### src/rtl/sdr_rd_capture.sv
`default_nettype none
// ============================================================================
//  Module      : sdr_rd_capture
//  Description : SDRAM read-data capture. Registers DQ, tracks READ and
//                BURST TERMINATE commands through a CAS-latency delay line,
//                and delivers burst words with valid/last/tag qualifiers.
//  Revision    : 1.0 - initial release
// ============================================================================
module sdr_rd_capture #(
    parameter int DSIZE     = 16,
    parameter int CAS_LAT   = 3,
    parameter int BURST_LEN = 8,
    parameter int TAG_W     = 2
) (
    input  logic             CLK,
    input  logic             RESET_N,
    input  logic             RD_CMD,
    input  logic [TAG_W-1:0] RD_TAG,
    input  logic             BURST_TERM,
    input  logic [DSIZE-1:0] DQIN,
    output logic [DSIZE-1:0] RD_DATA,
    output logic             RD_VALID,
    output logic             RD_LAST,
    output logic [TAG_W-1:0] RD_TAGO,
    output logic             RD_BUSY
);

    localparam int                 c_CNT_W    = $clog2(BURST_LEN + 1);
    localparam logic [c_CNT_W-1:0] c_CNT_LOAD = c_CNT_W'(BURST_LEN - 1);
    localparam logic [c_CNT_W-1:0] c_CNT_ONE  = c_CNT_W'(1);

    // Delay line: stage 0 holds the command seen on the previous cycle;
    // stage CAS_LAT lines up with the captured DQ word.
    logic [CAS_LAT:0]   r_start;
    logic [CAS_LAT:0]   r_term;
    logic [TAG_W-1:0]   r_tag [0:CAS_LAT];

    logic [DSIZE-1:0]   r_data;
    logic [c_CNT_W-1:0] r_cnt;
    logic [TAG_W-1:0]   r_tago;
    logic               r_busy;

    logic               w_tap_start;
    logic               w_tap_term;
    logic               w_la_start;
    logic               w_la_term;
    logic               w_valid;
    logic               w_last;
    logic [c_CNT_W-1:0] w_cnt_next;
    logic [TAG_W-1:0]   w_tago;
    logic               w_busy_next;

    // Shift command qualifiers; a READ in the same cycle masks a terminate.
    always_ff @(posedge CLK or negedge RESET_N) begin
        if (!RESET_N) begin
            r_start <= '0;
            r_term  <= '0;
            for (int i = 0; i <= CAS_LAT; i++) begin
                r_tag[i] <= '0;
            end
        end else begin
            r_start  <= {r_start[CAS_LAT-1:0], RD_CMD};
            r_term   <= {r_term[CAS_LAT-1:0], BURST_TERM & ~RD_CMD};
            r_tag[0] <= RD_TAG;
            for (int i = 1; i <= CAS_LAT; i++) begin
                r_tag[i] <= r_tag[i-1];
            end
        end
    end

    // Capture the DQ pins on every edge.
    always_ff @(posedge CLK or negedge RESET_N) begin
        if (!RESET_N) begin
            r_data <= '0;
        end else begin
            r_data <= DQIN;
        end
    end

    // Burst tracking from the output tap and the look-ahead tap.
    always_comb begin
        w_tap_start = r_start[CAS_LAT];
        w_tap_term  = r_term[CAS_LAT];
        w_la_start  = r_start[CAS_LAT-1];
        w_la_term   = r_term[CAS_LAT-1];
        w_valid     = 1'b0;
        w_cnt_next  = '0;
        w_tago      = r_tago;
        if (w_tap_start) begin
            w_valid    = 1'b1;
            w_cnt_next = c_CNT_LOAD;
            w_tago     = r_tag[CAS_LAT];
        end else if (w_tap_term) begin
            w_valid    = 1'b0;
            w_cnt_next = '0;
        end else if (r_cnt != '0) begin
            w_valid    = 1'b1;
            w_cnt_next = r_cnt - c_CNT_ONE;
        end
        // Final word: natural end of burst, or a READ/terminate arriving next.
        w_last      = w_valid & ((w_cnt_next == '0) | w_la_start | w_la_term);
        w_busy_next = (|r_start) | (w_valid & ~w_last);
    end

    // Counter, tag and busy registers.
    always_ff @(posedge CLK or negedge RESET_N) begin
        if (!RESET_N) begin
            r_cnt  <= '0;
            r_tago <= '0;
            r_busy <= 1'b0;
        end else begin
            r_cnt  <= w_cnt_next;
            r_tago <= w_tago;
            r_busy <= w_busy_next;
        end
    end

    assign RD_DATA  = r_data;
    assign RD_VALID = w_valid;
    assign RD_LAST  = w_last;
    assign RD_TAGO  = w_tago;
    assign RD_BUSY  = r_busy;

endmodule
`default_nettype wire
### config.mk
export PLATFORM = sky130hd
export DESIGN_NAME = sdr_rd_capture
export DESIGN_NICKNAME = d
export VERILOG_FILES = /design/src/rtl/sdr_rd_capture.sv
export SDC_FILE = /design/constraint.sdc
export NUM_CORES = 1
export LEC_CHECK = 0
export CORE_UTILIZATION = 42
export CTS_CLUSTER_DIAMETER = 40
export DETAILED_ROUTE_END_ITERATION = 16
export GPL_TIMING_DRIVEN = 0
export HOLD_SLACK_MARGIN = 0.12
export PLACE_DENSITY_LB_ADDON = 0.12
export SYNTH_ARGS = -nofsm -noshare
export SYNTH_HDL_FRONTEND = slang
export SYNTH_SLANG_ARGS = --single-unit
### constraint.sdc
create_clock -name CLK -period 2.1 [get_ports CLK]
set_clock_uncertainty 0.1 [all_clocks]
set_input_delay 0.315 -clock CLK [delete_from_list [all_inputs] [get_ports CLK]]
set_output_delay 0.315 -clock CLK [all_outputs]
set_load 0.1 [all_outputs]
== After elaboration in Yosys (flattened, before gate mapping) ==
Cells that the tools add are included.

* Multiplexer cells: 7
* Bitwise logic cells: 8
* Reduce and logical (&&, ||, !) cells: 3
* $add $sub $neg: 1

{| class="wikitable"
|+ Operator list
! operator !! number
|-
| 4-bit two-way mux || 3
|-
| 4-bit logical NOT || 1
|-
| 4-bit nonzero test || 1
|-
| 4-bit OR reduction || 1
|-
| 4-bit by 1-bit subtractor with 4-bit output (second input constant) || 1
|-
| 1-bit AND || 3
|-
| 1-bit two-way mux || 3
|-
| 1-bit bitwise OR || 3
|-
| 2-bit two-way mux || 1
|-
| 1-bit NOT || 2
|}

* Output and inout port bits: 21
* Register bits: 39
* Word-level logic and storage cells: 29
* Bits of input ports: 22

== Depth between registers and ports, before layout ==
* Depth after elaboration: 11
* Gate-level depth with buffers: 6
* Gate-level depth less buffers: 6

== Least setup slack after synthesis ==
Ideal clock, no wire load.

* Path kind: register to output
* Start point: reg r_cnt[0]
* End point: out RD_LAST
* Required time: 1.685 ns
* Path buffers: 0
* Data arrival time: 2.512 ns
* Cell stages (with the launch flop): 7
* Setup slack: -0.827 ns
* Cell sequence: dfrtp_1 > inv_1 > ha_1 > nor3b_1 > a311oi_2 > a21oi_1 > a21oi_1

* Longest elaborated chain between the ends: 8
* Elaborated cells between the ends (all ways): 12
* Those cells by class: add/sub (1); mux (6); bitwise (3); reduce/logical (2)

{| class="wikitable"
|+ RTL lines
! what !! RTL line !! text
|-
| start, declared || 39 || <nowiki>logic [c_CNT_W-1:0] r_cnt;</nowiki>
|-
| start signal, assigned || 112 || <nowiki>r_cnt <= w_cnt_next;</nowiki>
|-
| 4-bit by 1-bit subtractor with 4-bit output / 4-bit nonzero test (equally long branches) || 98, 96 ||
|-
| 4-bit two-way mux || 96 || <nowiki>end else if (r_cnt != '0) begin</nowiki>
|-
| 4-bit two-way mux || 93 || <nowiki>end else if (w_tap_term) begin</nowiki>
|-
| 4-bit two-way mux || 89 || <nowiki>if (w_tap_start) begin</nowiki>
|-
| 4-bit logical NOT || 101 || <nowiki>w_last = w_valid & ((w_cnt_next == '0) | w_la_start | w_la_term);</nowiki>
|-
| 1-bit bitwise OR (2 in a row) || 101 ||
|-
| 1-bit AND (*) || 101 ||
|-
| end, declared || 23 || <nowiki>output logic RD_LAST,</nowiki>
|}

Every way passes the cells marked *; elsewhere a longest branch is shown, timed or not.

== Worst setup path after layout ==
Same ends and word-level chain as after synthesis.

==> summary.txt <==
Outcome
  • Status: complete, but fails checks
  • Failing checks: negative setup slack

GRT
  • Global-route wire length before repair: 3249 µm
  • Tot GR Track Use: 0.1727
  • Initial antenna violation count: 0
  • Met2 usage: 0.2751
  • Vias in the first global route: 703
  • Global route hottest layer: met2
  • Met3 Use GR: 0.07222
  • Largest net degree at the start of global routing: 40
  • Grt met1 use: 0.1853
  • Remaining Overflow, GRT: 0

Job
  • Max Cap Viol: 0

Routing
  • Iter 0 DRT Violations: 3
  • DRT Wirelength: 2147 µm
  • Initial DRT Pass Iterations: 4
  • # DRC: 0
  • Post-DR vias/cell: 4.776
  • DR vias: 726
  • WL/cell: 14.13 µm
  • Antenna-violating nets left: 0

Floorplan
  • Row Count: 18
  • DIE AREA: 3004 µm²
  • DIE WIDTH: 54.81 µm
  • Initial Util: 0.4602
  • I/O pins: 43
  • Die H: 54.81 µm
  • Core Area: 2545 µm²

Layout
  • Fraction of layout cells with a size suffix above 1: 0.2377
  • Total Nets Final: 145
  • Non-filler cells, final: 152
  • Area growth, synth to finish: 53.21%
  • Fillers: 187
  • ANT cells: 0
  • Final core occ: 0.7050

Critical path
  • CP arrival: 1.87 ns
  • Crit path from: r_cnt[0]$_DFF_PN0_
  • Worst EP required: 1.68 ns
  • Critical path type: reg2out
  • R2r startpoint: r_cnt[0]$_DFF_PN0_
  • Setup crit end kind: primary output
  • Worst-path fanout max: 3
  • Startpoint Class: flop

Yosys
  • Commonest cells post-synth: 39 x dfrtp_1, 4 x inv_1, 3 x a21oi_1, 3 x o21ai_0
  • Post-synth top area share: 0.8333
  • Yosys reg bits: 39
  • Synth area leaders: dfrtp_1 83%, ha_1 2.1%, mux2_2 1.9%, a21oi_1 1.3%, o21ai_0 1.3%
  • Ys Warns: 0
  • Yosys cell types: 19
  • Syn Nets: 92
  • Synth Cell Area: 1171 µm²
  • Post-synthesis sequential area ratio: 0.8333
  • EDFF count, synth: 0
  • Top-count cell post-synth: dfrtp_1
  • Area leader, netlist: dfrtp_1
  • Async SR Flop Fraction: 1.000
  • Mapped Avg Cell Area: 17.22 µm²
  • Top FF cell, synth: dfrtp_1
  • Syn Inst Count: 68

Power
  • Pwr dens: 929.9 nW/µm²
  • VDD IR max: 0.6517 mV
  • Sequential power share: 0.486
  • P_sw: 499.0 µW
  • Sw Ratio: 0.2991
  • Pleak: 0.0007954 µW
  • Internal power: 1170 µW
  • Comb power frac: 0.203
  • Clock network power share: 0.311

Placement
  • Input/output buffers: 42
  • Placed Cells: 140
  • Hpwl dp: 1372 µm
  • Placer Congestion: 0.6531

STA
  • Max-slew headroom: 0.3605
  • Worst Max-Slew Pin Slew: 0.9631 ns
  • Hold Vio Cnt, Final: 0
  • Worst setup margin: -0.1805 ns
  • RSZ-0062 raised after global routing: true
  • Final Max Slew Viols: 0
  • Tmin final: 2.281 ns
  • Hold slack: 0.2612 ns
  • # setup viols final: 1
  • Fin crit share: 1.086
  • Fmax: 0.4385 GHz

Min path
  • Hold Path Class: reg2reg
  • Min-delay src: r_tag[4]$_DFF_PN0_

CTS
  • Inserted Clock Buffers: 5
  • Clk root buf: clkbuf_4
  • H-tree levels: 2
  • Clock Path Buffers: 2
  • Clock transition at the registers of the reported paths: 0.11 ns
  • Clk sinks: 39
  • Worst skew pair latency: 0.34 ns
  • CTS tree: yes
[metrics by stage]
step	worst slack, ns	power (µW)	setup TNS (ns)	area (µm²)
detailed placement	-0.7886	1145	-1.629	1635
global route	-0.2618	1734	-0.2618	1794
floorplan	0.05510	1033	0	1182
finish	-0.1805	1669	-0.1805	1794
CTS	-0.1616	1681	-0.1616	1764
global placement	-0.7212	1139	-8.053	1640
[worst max-delay path, cell delays in order (launching register included)]
cell	delay (ns)
dfrtp_1	0.40
inv_2	0.11
ha_4	0.16
nand2b_4	0.08
a311oi_4	0.30
a21oi_2	0.13
a21oi_4	0.15
buf_12	0.19
[state kept, by name (all words and copies together), names as in the netlist]
register / cells
RD_BUSY: 1
r_tag: 8
r_cnt: 4
r_tago: 2
r_start: 4
RD_DATA: 16
r_term: 4
[final cells by class]
class,count,area (µm²),share of cell area
Sequential cell,39,975.9,0.5439
Timing Repair Buffer,46,424.2,0.2364
Multi-Input combinational cell,25,255.2,0.1423
Clock buffer,6,51.30,0.02859
Tap cell,30,37.54,0.02092
Clock inverter,2,35.03,0.01953
Inverter,4,15.01,0.008368
[routing by layer]
layer	up-vias	wire length (µm)
met1	363	829
met2	24	1153
met3	8	106
met4	0	58
met5	-	0
li1	331	-
[power by group through the flow]
stage	logic, µW	registers [µW]	clock network [µW]
2_1_floorplan	92.1	941	0
3_3_place_gp	316	823	0
3_5_place_dp	320	825	0
4_1_cts	333	810	538
5_1_grt	355	816	563
6_report	338	811	519
[cells in the final DEF, fill, tap and decap left out, types with 2 or more instances in the layout]
cell type and count:
buf_2 3, ha_4 2, clkdlybuf4s50_1 20, dfrtp_1 39, inv_1 2, o21ai_0 2
buf_4 4, dlygate4sd2_1 17, mux2_2 2, inv_2 2, clkbuf_4 5
[final timing paths]
| kind | slack (ns) | depth (start not counted) | endpoint |
|---|---|---|---|
| setup reg to reg | 0.21 | 7 | RD_BUSY$_DFF_PN0_ |
| max in group asynchronous | 0.88 | 2 | RD_DATA[5]$_DFF_PN0_ |
| hold reg to reg | 0.26 | 0 | r_tag[2]$_DFF_PN0_ |
| min in group asynchronous | 0.50 | 2 | RD_DATA[1]$_DFF_PN0_ |
| hold / removal | 0.26 | 0 | r_tag[2]$_DFF_PN0_ |
| setup / recovery | -0.18 | 7 | RD_LAST |
[timing repair]
item                                    CTS  global route
endpoints found under the setup margin   21             2
endpoints found under the hold margin    39             0
resized for setup                        51             4
buffers inserted                          2             1
pin swaps                                 4             3
hold buffers                              1             0
[cell families after synthesis]
group	count (synthesis)	synth area share
buffers and inverters	4	0.01282
XOR/XNOR	1	0.007480
AND/OR/NAND/NOR	11	0.05450
AO/OA/AOI/OAI	9	0.05127
multiplexers	2	0.01923
flip-flops	39	0.8333
adder cells (fa/ha/maj)	2	0.02136
Note: power is estimated with default switching activity, not from simulation.
